File: src/rtl/program_loader.sv
// Program loader: clears a 256-byte program RAM, loads a length-prefixed
// byte stream into it, then releases the CPU to fetch from it.
module program_loader (
  input  logic       clk,
  input  logic       extRst,
  input  logic [7:0] inData,
  input  logic       inValid,
  output logic       inReady,
  input  logic       reload,
  input  logic [7:0] memAddr,
  output logic [7:0] memVal,
  output logic       cpuRst,
  output logic       busy
);

  typedef enum logic [2:0] {
    S_CLEAR,
    S_WAIT_LEN,
    S_LOAD,
    S_RELEASE,
    S_RUN
  } state_t;

  state_t     r_state, w_state_nx;
  logic [7:0] r_wrPtr, w_wrPtr_nx;
  logic [8:0] r_cnt, w_cnt_nx;
  logic [7:0] r_mem [256];
  logic       w_we;
  logic [7:0] w_wdata;
  logic       w_xfer;

  assign inReady = (r_state == S_WAIT_LEN) || (r_state == S_LOAD);
  assign busy    = (r_state != S_RUN);
  assign cpuRst  = (r_state != S_RUN);
  assign memVal  = (r_state == S_RUN) ? r_mem[memAddr] : 8'h00;
  assign w_xfer  = inValid && inReady;

  always_ff @(posedge clk or posedge extRst) begin
    if (extRst) begin
      r_state <= S_CLEAR;
      r_wrPtr <= 8'd0;
      r_cnt   <= 9'd0;
    end else begin
      r_state <= w_state_nx;
      r_wrPtr <= w_wrPtr_nx;
      r_cnt   <= w_cnt_nx;
    end
  end

  // RAM has no reset; CLEAR defines its contents
  always_ff @(posedge clk) begin
    if (w_we && !extRst)
      r_mem[r_wrPtr] <= w_wdata;
  end

  always_comb begin
    w_state_nx = r_state;
    w_wrPtr_nx = r_wrPtr;
    w_cnt_nx   = r_cnt;
    w_we       = 1'b0;
    w_wdata    = 8'h00;
    unique case (r_state)
      S_CLEAR: begin
        w_we       = 1'b1;
        w_wrPtr_nx = r_wrPtr + 8'd1;
        if (r_wrPtr == 8'hFF)
          w_state_nx = S_WAIT_LEN;
      end
      S_WAIT_LEN: begin
        if (w_xfer) begin
          w_cnt_nx   = (inData == 8'h00) ? 9'd256 : {1'b0, inData};
          w_wrPtr_nx = 8'd0;
          w_state_nx = S_LOAD;
        end
      end
      S_LOAD: begin
        if (w_xfer) begin
          w_we       = 1'b1;
          w_wdata    = inData;
          w_wrPtr_nx = r_wrPtr + 8'd1;
          w_cnt_nx   = r_cnt - 9'd1;
          if (r_cnt == 9'd1)
            w_state_nx = S_RELEASE;
        end
      end
      S_RELEASE: w_state_nx = S_RUN;
      S_RUN: begin
        if (reload) begin
          w_wrPtr_nx = 8'd0;
          w_state_nx = S_CLEAR;
        end
      end
      default: w_state_nx = S_CLEAR;
    endcase
  end

endmodule

File: config.mk
export PLATFORM = sky130hd
export DESIGN_NAME = program_loader
export DESIGN_NICKNAME = d
export VERILOG_FILES = /design/src/rtl/program_loader.sv
export SDC_FILE = /design/constraint.sdc
export NUM_CORES = 2
export LEC_CHECK = 0
export ABC_AREA = 1
export BUFFER_PORTS_ARGS = -buffer_cell sky130_fd_sc_hd__clkbuf_2
export CORE_ASPECT_RATIO = 1.5
export CORE_MARGIN = 2
export CORE_UTILIZATION = 25
export CTS_CLUSTER_SIZE = 8
export DETAILED_ROUTE_END_ITERATION = 10
export SYNTH_ARGS = -nofsm -noshare
export SYNTH_HDL_FRONTEND = slang
export SYNTH_SLANG_ARGS = --single-unit
export TNS_END_PERCENT = 30
File: constraint.sdc
create_clock -name clk -period 10.9 [get_ports clk]
set_input_delay 0.545 -clock clk [delete_from_list [all_inputs] [get_ports clk]]
set_output_delay 0.545 -clock clk [all_outputs]
set_load 0.01 [all_outputs]
# ---- Word level (Yosys, flattened, before mapping)
# Memory sizes are Yosys's and may differ from the RTL's.
# Cells that the tools add are included.
dict set report word_totals {
  ff_bits 20
  ramBits 2048
  input_bits 20
  output_inout_bits 11
  word_cells 50
  n_memories 1
}
# name depth width rd rd_ports_with_merged_regs wr line
set mem_list {}
lappend mem_list {r_mem 256 8 1 0 1 27} ;# logic [7:0] r_mem [256];
dict set report classes {
  n_addsub 2
  eq_ne 12
  muxes 21
  n_reduce_logical 11
}
# op n
set op_table {}
lappend op_table {{2-to-1 mux 8 bit} 6}
lappend op_table {{one-hot mux 8 bit (4 select lines)} 1}
lappend op_table {{2-to-1 mux 9 bit} 3}
lappend op_table {{one-hot mux 9 bit (2 select lines)} 1}
lappend op_table {{2-to-1 mux 3 bit} 5}
lappend op_table {{one-hot mux 3 bit (5 select lines)} 1}
lappend op_table {{equality test 9 x 1 -> 1 bit (second input constant)} 1}
lappend op_table {{subtractor 9 x 1 -> 9 bit (second input constant)} 1}
lappend op_table {{adder 8 x 1 -> 8 bit (second input constant)} 1}
lappend op_table {{equality test 8 bit (second input constant)} 1}
lappend op_table {{logical NOT 8 bit} 1}
lappend op_table {{!= test 2 bit (second input constant)} 4}
lappend op_table {{equality test 3 x 2 -> 1 bit (second input constant)} 2}
lappend op_table {{AND reduction 5 bit} 1}
lappend op_table {{AND reduction 4 bit} 1}
lappend op_table {{nonzero test 4 bit} 1}
lappend op_table {{equality test 3 x 1 -> 1 bit (second input constant)} 1}
lappend op_table {{equality test 3 bit (second input constant)} 1}
lappend op_table {{logical NOT 3 bit} 1}
lappend op_table {{2-to-1 mux 1 bit} 3}
lappend op_table {{!= test 3 bit (second input constant)} 1}
lappend op_table {{AND reduction 3 bit} 1}
lappend op_table {{logical AND 1 bit} 2}
lappend op_table {{!= test 2 x 1 -> 1 bit (second input constant)} 1}
lappend op_table {{other kinds (4)} 4}

# ---- Depth between registers and ports, before layout
dict set report logic_depth {
  depth_word 8
  mapped_depth 15
  depth_no_buf 11
}

# ---- Least setup slack after synthesis
# OpenSTA, ideal clock, no wires.
dict set report synth_path {
  kind {register to register}
  from {register r_state[0]}
  to {memory r_mem[0][0], data pin}
  setup_time_ns 1.393
  arrival_ns 7.140
  t_required_ns 9.507
  slack_ns 2.367
  stages_incl_launch_ff 7
  path_buffers 1
  synth_period_minus_slack_ns 8.533
  cell_sequence {dfrtp_1 -> nor2_1 -> nand2_1 -> inv_1 -> clkbuf_1 -> nand2_1 -> nor2_1}
}
dict set report synth_via {
  elab_chain_len 5
  elab_cells_between_ends 6
  cone_classes {eq/ne: 2; mux: 2; reduce/logical: 2}
}
# element line
set synth_lines {}
lappend synth_lines {{from (decl)} 24} ;# state_t r_state, w_state_nx;
lappend synth_lines {{from (signal assigned)} 44} ;# r_state <= w_state_nx;
lappend synth_lines {{equality test 3 x 1 -> 1 bit / equality test 3 x 2 -> 1 bit (equally long branches)} {32, 62}}
lappend synth_lines {{logical OR 1 bit} 32} ;# assign inReady = (r_state == S_WAIT_LEN) || (r_state == S_LOAD);
lappend synth_lines {{logical AND 1 bit} 36} ;# assign w_xfer = inValid && inReady;
lappend synth_lines {{2-to-1 mux 8 bit} 77} ;# if (w_xfer) begin
lappend synth_lines {{2-to-1 mux 8 bit *} 62} ;# unique case (r_state)
lappend synth_lines {{named net w_wdata[0]} 29} ;# logic [7:0] w_wdata;
lappend synth_lines {{to (decl)} 27}
# The timed path passes the listed nets; every way through them passes the cells marked *.

# ---- Final worst setup path
dict set report layout_path {
  from {input memAddr[0]}
  to {output memVal[5]}
}
dict set report layout_via {
  elab_chain_len 2
}
# element line
set layout_lines {}
lappend layout_lines {{from (decl)} 10} ;# input logic [7:0] memAddr,
lappend layout_lines {{memory (256 x 8 bit)} n/a}
lappend layout_lines {{2-to-1 mux 8 bit} 35} ;# assign memVal = (r_state == S_RUN) ? r_mem[memAddr] : 8'h00;
lappend layout_lines {{to (decl)} 11} ;# output logic [7:0] memVal,
# Every way passes these cells.

==> impl_metrics.yaml <==
setup_path:
  cp_slowest_cell: "inv_8"
  crit_end: "memVal[5]"
  r2r-start: "r_state[0]"
  reg2reg_depth: 8
  worstPathCellList: "buf_8 > inv_8 > buf_4 > buf_12 > nand2_1 > nand3_1 > nand3_1 > nand3_1 > nand3_1 > nand3_1 > nand3_1 > nand3_1 > nand2_1 > nor2_1 > clkbuf_2"
  regToRegSetupSlack_ns: 5.88
  path_buf_inv: 5
  cp-end-kind: "primary output"
  cp_num_cells: 15
  worst-setup-path-type: "in2out"
  crit_arrival_ns: 5.52
  slowest_delay_ns: 0.82
  path_delay_family: "buffers and inverters"
  critPathLaunchType: "input port"
  crit_required_ns: 10.36
  crit_start: "memAddr[0]"
  path_max_fanout: 181
  timing.rr.end: "r_mem[69][2]"
  crit_top_cell: "nand3_1"
logic_synthesis:
  syn_area_per_cell_um2: 11.8
  synth_fa_ha_area_share_pct: 0.0892
  muxShareOfSynthArea_pct: 0
  synthesis.nets: 7165
  netlist-cell-type-count: 35
  synth_flop_cell: "edfxtp_1"
  syn_area_um2: 84100
  synth_edf_count: 2048
  ys_seq_elements: 2068
  synth_warnings: 0
  syn_inst: 7139
  synthXorXnorAreaFrac_pct: 0.0312
  synth_compound_area_share_pct: 0.683
  synth_top_family_by_area: "simple AND/OR/NAND/NOR gates"
  async_flop_share_pct: 0.967
  yosys.area_share.simple_pct: 22.8
  ys_seq_area_share_pct: 73.7
grt:
  met2_usage_pct: 24.2
  grt_first_pass_wirelength_mm: 356
  gr-usage-all-layers_pct: 13.6
  grt_util_met3_pct: 1.62
  overflow: 0
  antenna_found_initial: 8
  use_met1_pct: 15.8
  grt_busiest_layer: "met2"
  grt_max_degree: 228
  grt_pass1_vias: 54700
cells_and_area:
  fin_area_um2: 96700
  nFillCells: 33700
  fin_nets: 7101
  drive_above_1_share_pct: 6.84
  synthToLayoutAreaGrowth_pct: 15.0
  fin_util_pct: 28.9
timing:
  slew_violations: 0
  layout_min_cycle_time_ns: 6.06
  slew_headroom_pct: 10.3
  timing.final.crit_share_pct: 55.6
  rsz0062_at_grt: "no"
  setup_viol: 0
  hold_viol: 0
  max_slew.worst_pin.slew_ns: 1.34
  skew_ns: 0.0306
  tns_ns: 0
  fmax_mhz: 165
floorplanning:
  initial_utilization_pct: 25.1
  die-area_um2: 341000
  core_area_um2: 335000
  die_w_um: 478
  num_rows: 260
  die_h_um: 714
  ios: 31
pwr:
  power_switching_w: 0.00466
  p_comb_share_pct: 9.2
  power_density_nw_per_um2: 196
  power_frac_clock_pct: 43.1
  p_seq_share_pct: 47.7
  p_int_w: 0.0143
  p_sw_share_pct: 24.6
  peakVddDrop_mv: 0.135
  leakagePower_nw: 33.0
placement:
  gp_routability_congestion: 0.886
  port_buffers: 30
  placedInstanceArea_um2: 88800
  dp_hpwl_mm: 136
outcome:
  status: "finished, final reports clean"
clocking:
  cts_num_sinks: 2068
  numCtsBuffers: 300
  cts_max_path_buffers: 4
  clk_latency_ns: 0.81
  cts_root_buffer: "clkbuf_16"
  cts-resized-gates: 0
  post_cts_buffers: 0
  clk_pin_slew_ns: 0.05
  tritoncts: "built"
  htreeDepth: 5
routing:
  wl_per_cell_um: 20.9
  first_pass_iters: 6
  vias: 55800
  drc: 0
  ant_nets: 0
  wl_mm: 242
  routed_via_density: 4.82
  first_iter_violations: 6176
job:
  max_cap_violations: 0
worst_hold_path:
  min_path_type: "in2reg"
worst reg2reg max path: cells and delay by family (launching register included):
kind	cells	cell delay, ns
flip-flops	1	0.39
AND/OR/NAND/NOR	7	4.04
AO/OA/AOI/OAI	1	0.20
Yosys cell counts (2+ instances only):
cell type / count / area share, %
nand2_1: 2080 / 9.3
edfxtp_1: 2048 / 73
nand3_1: 1947 / 12
nor2_1: 361 / 1.6
clkbuf_1: 232 / 1.0
buf_2: 171 / 1.0
buf_1: 76 / 0.34
o21ai_0: 49 / 0.29
inv_1: 46 / 0.21
a21oi_1: 26 / 0.15
dfrtp_1: 20 / 0.59
o22ai_1: 19 / 0.14
nor3_1: 11 / 0.065
buf_4: 7 / 0.062
nand4_1: 7 / 0.052
ha_1: 6 / 0.089
buf_6: 4 / 0.054
nand2_2: 4 / 0.030
nand4_4: 3 / 0.076
xor2_1: 3 / 0.031
clkinv_1: 2 / 0.0089
inv_2: 2 / 0.0089
nand3_4: 2 / 0.042
nor4_1: 2 / 0.015
final cells by class:
class,count,area [um2],area share (%)
well taps,4454,5570,5.76
multi-input cells,4531,20000,20.6
diodes,3,7.51,0.00776
clock inverters,17,215,0.222
flip-flops and latches,2068,62000,64.1
inverters,50,213,0.220
clock buffers,327,7740,8.00
repair buffers,124,1030,1.07
power groups by stage:
stage	clock (W)	sequential (W)	combinational (W)
finish	0.00816	0.00905	0.00174
global route	0.00856	0.00905	0.00184
CTS	0.00826	0.00905	0.00173
detailed placement	0	0.00919	0.00173
global placement	0	0.00919	0.00170
floorplan	0	0.00925	0.000919
registers in the layout, indices dropped and copies added (netlist names):
register,flops
r_cnt,9
r_mem,2048
r_state,3
r_wrPtr,8
per-stage QoR:
| stage | setup slack [ns] | cells | total power (W) | hold slack (ns) |
|---|---|---|---|---|
| floorplan | 2.37 | 7139 | 0.0102 | 0.475 |
| global placement | 4.96 | 11200 | 0.0109 | 0.499 |
| detailed placement | 5.00 | 11200 | 0.0109 | 0.499 |
| CTS | 5.00 | 11600 | 0.0190 | 0.0175 |
| global route | 4.68 | 11600 | 0.0194 | 0.0911 |
| finish | 4.84 | 11600 | 0.0190 | 0.0625 |
cell usage in the layout, fill, tap and decap left out, types with 2 or more instances in the layout:
cell type and instances:
nand4_1 7, o22ai_1 19, nand2_1 2072, buf_12 11, dfrtp_1 20, diode_2 3
nand3_2 7, a21oi_1 26, nand4_4 3, inv_8 3, clkbuf_1 21, nor2_4 9
inv_6 11, buf_8 3, clkbuf_2 25, inv_1 44, buf_4 81, nand3_1 1939
edfxtp_1 2048, clkbuf_16 306, ha_1 6, nand3_4 3, nand2_2 12, clkinv_8 3
inv_16 2, nor3_1 11, nor2_1 353, o21ai_0 49, xor2_1 3, nor4_1 2
metal layers:
metal | share of wire (%) | wire, um
met3 | 6.4 | 15600
met4 | 5.7 | 13800
met5 | 0 | 0
met2 | 51 | 124000
met1 | 37 | 89200
kinds of logic after synthesis:
group,Yosys count
flops,2068
compound gates,104
fa+ha+maj,6
buf+inv,540
xor+xnor,3
simple gates,4418
worst min path at each step:
| stage | start | end | slack [ns] | depth (start not counted) |
|---|---|---|---|---|
| after detailed placement | r_cnt[5] | r_cnt[5] | 0.50 | 1 |
| final | inData[1] | r_cnt[1] | 0.06 | 3 |
| after global placement | r_cnt[5] | r_cnt[5] | 0.50 | 1 |
| after global routing | inData[1] | r_cnt[1] | 0.09 | 3 |
| after floorplan | r_cnt[3] | r_cnt[3] | 0.48 | 2 |
| after CTS | inData[1] | r_cnt[1] | 0.02 | 3 |
timing repair:
| action | in CTS | in global routing |
|---|---|---|
| hold buffers | 1 | 0 |
| endpoints found under the hold margin | 20 | 0 |
| setup endpoints to repair | 0 | 0 |
No activity file was read; power rests on OpenSTA's default activity.
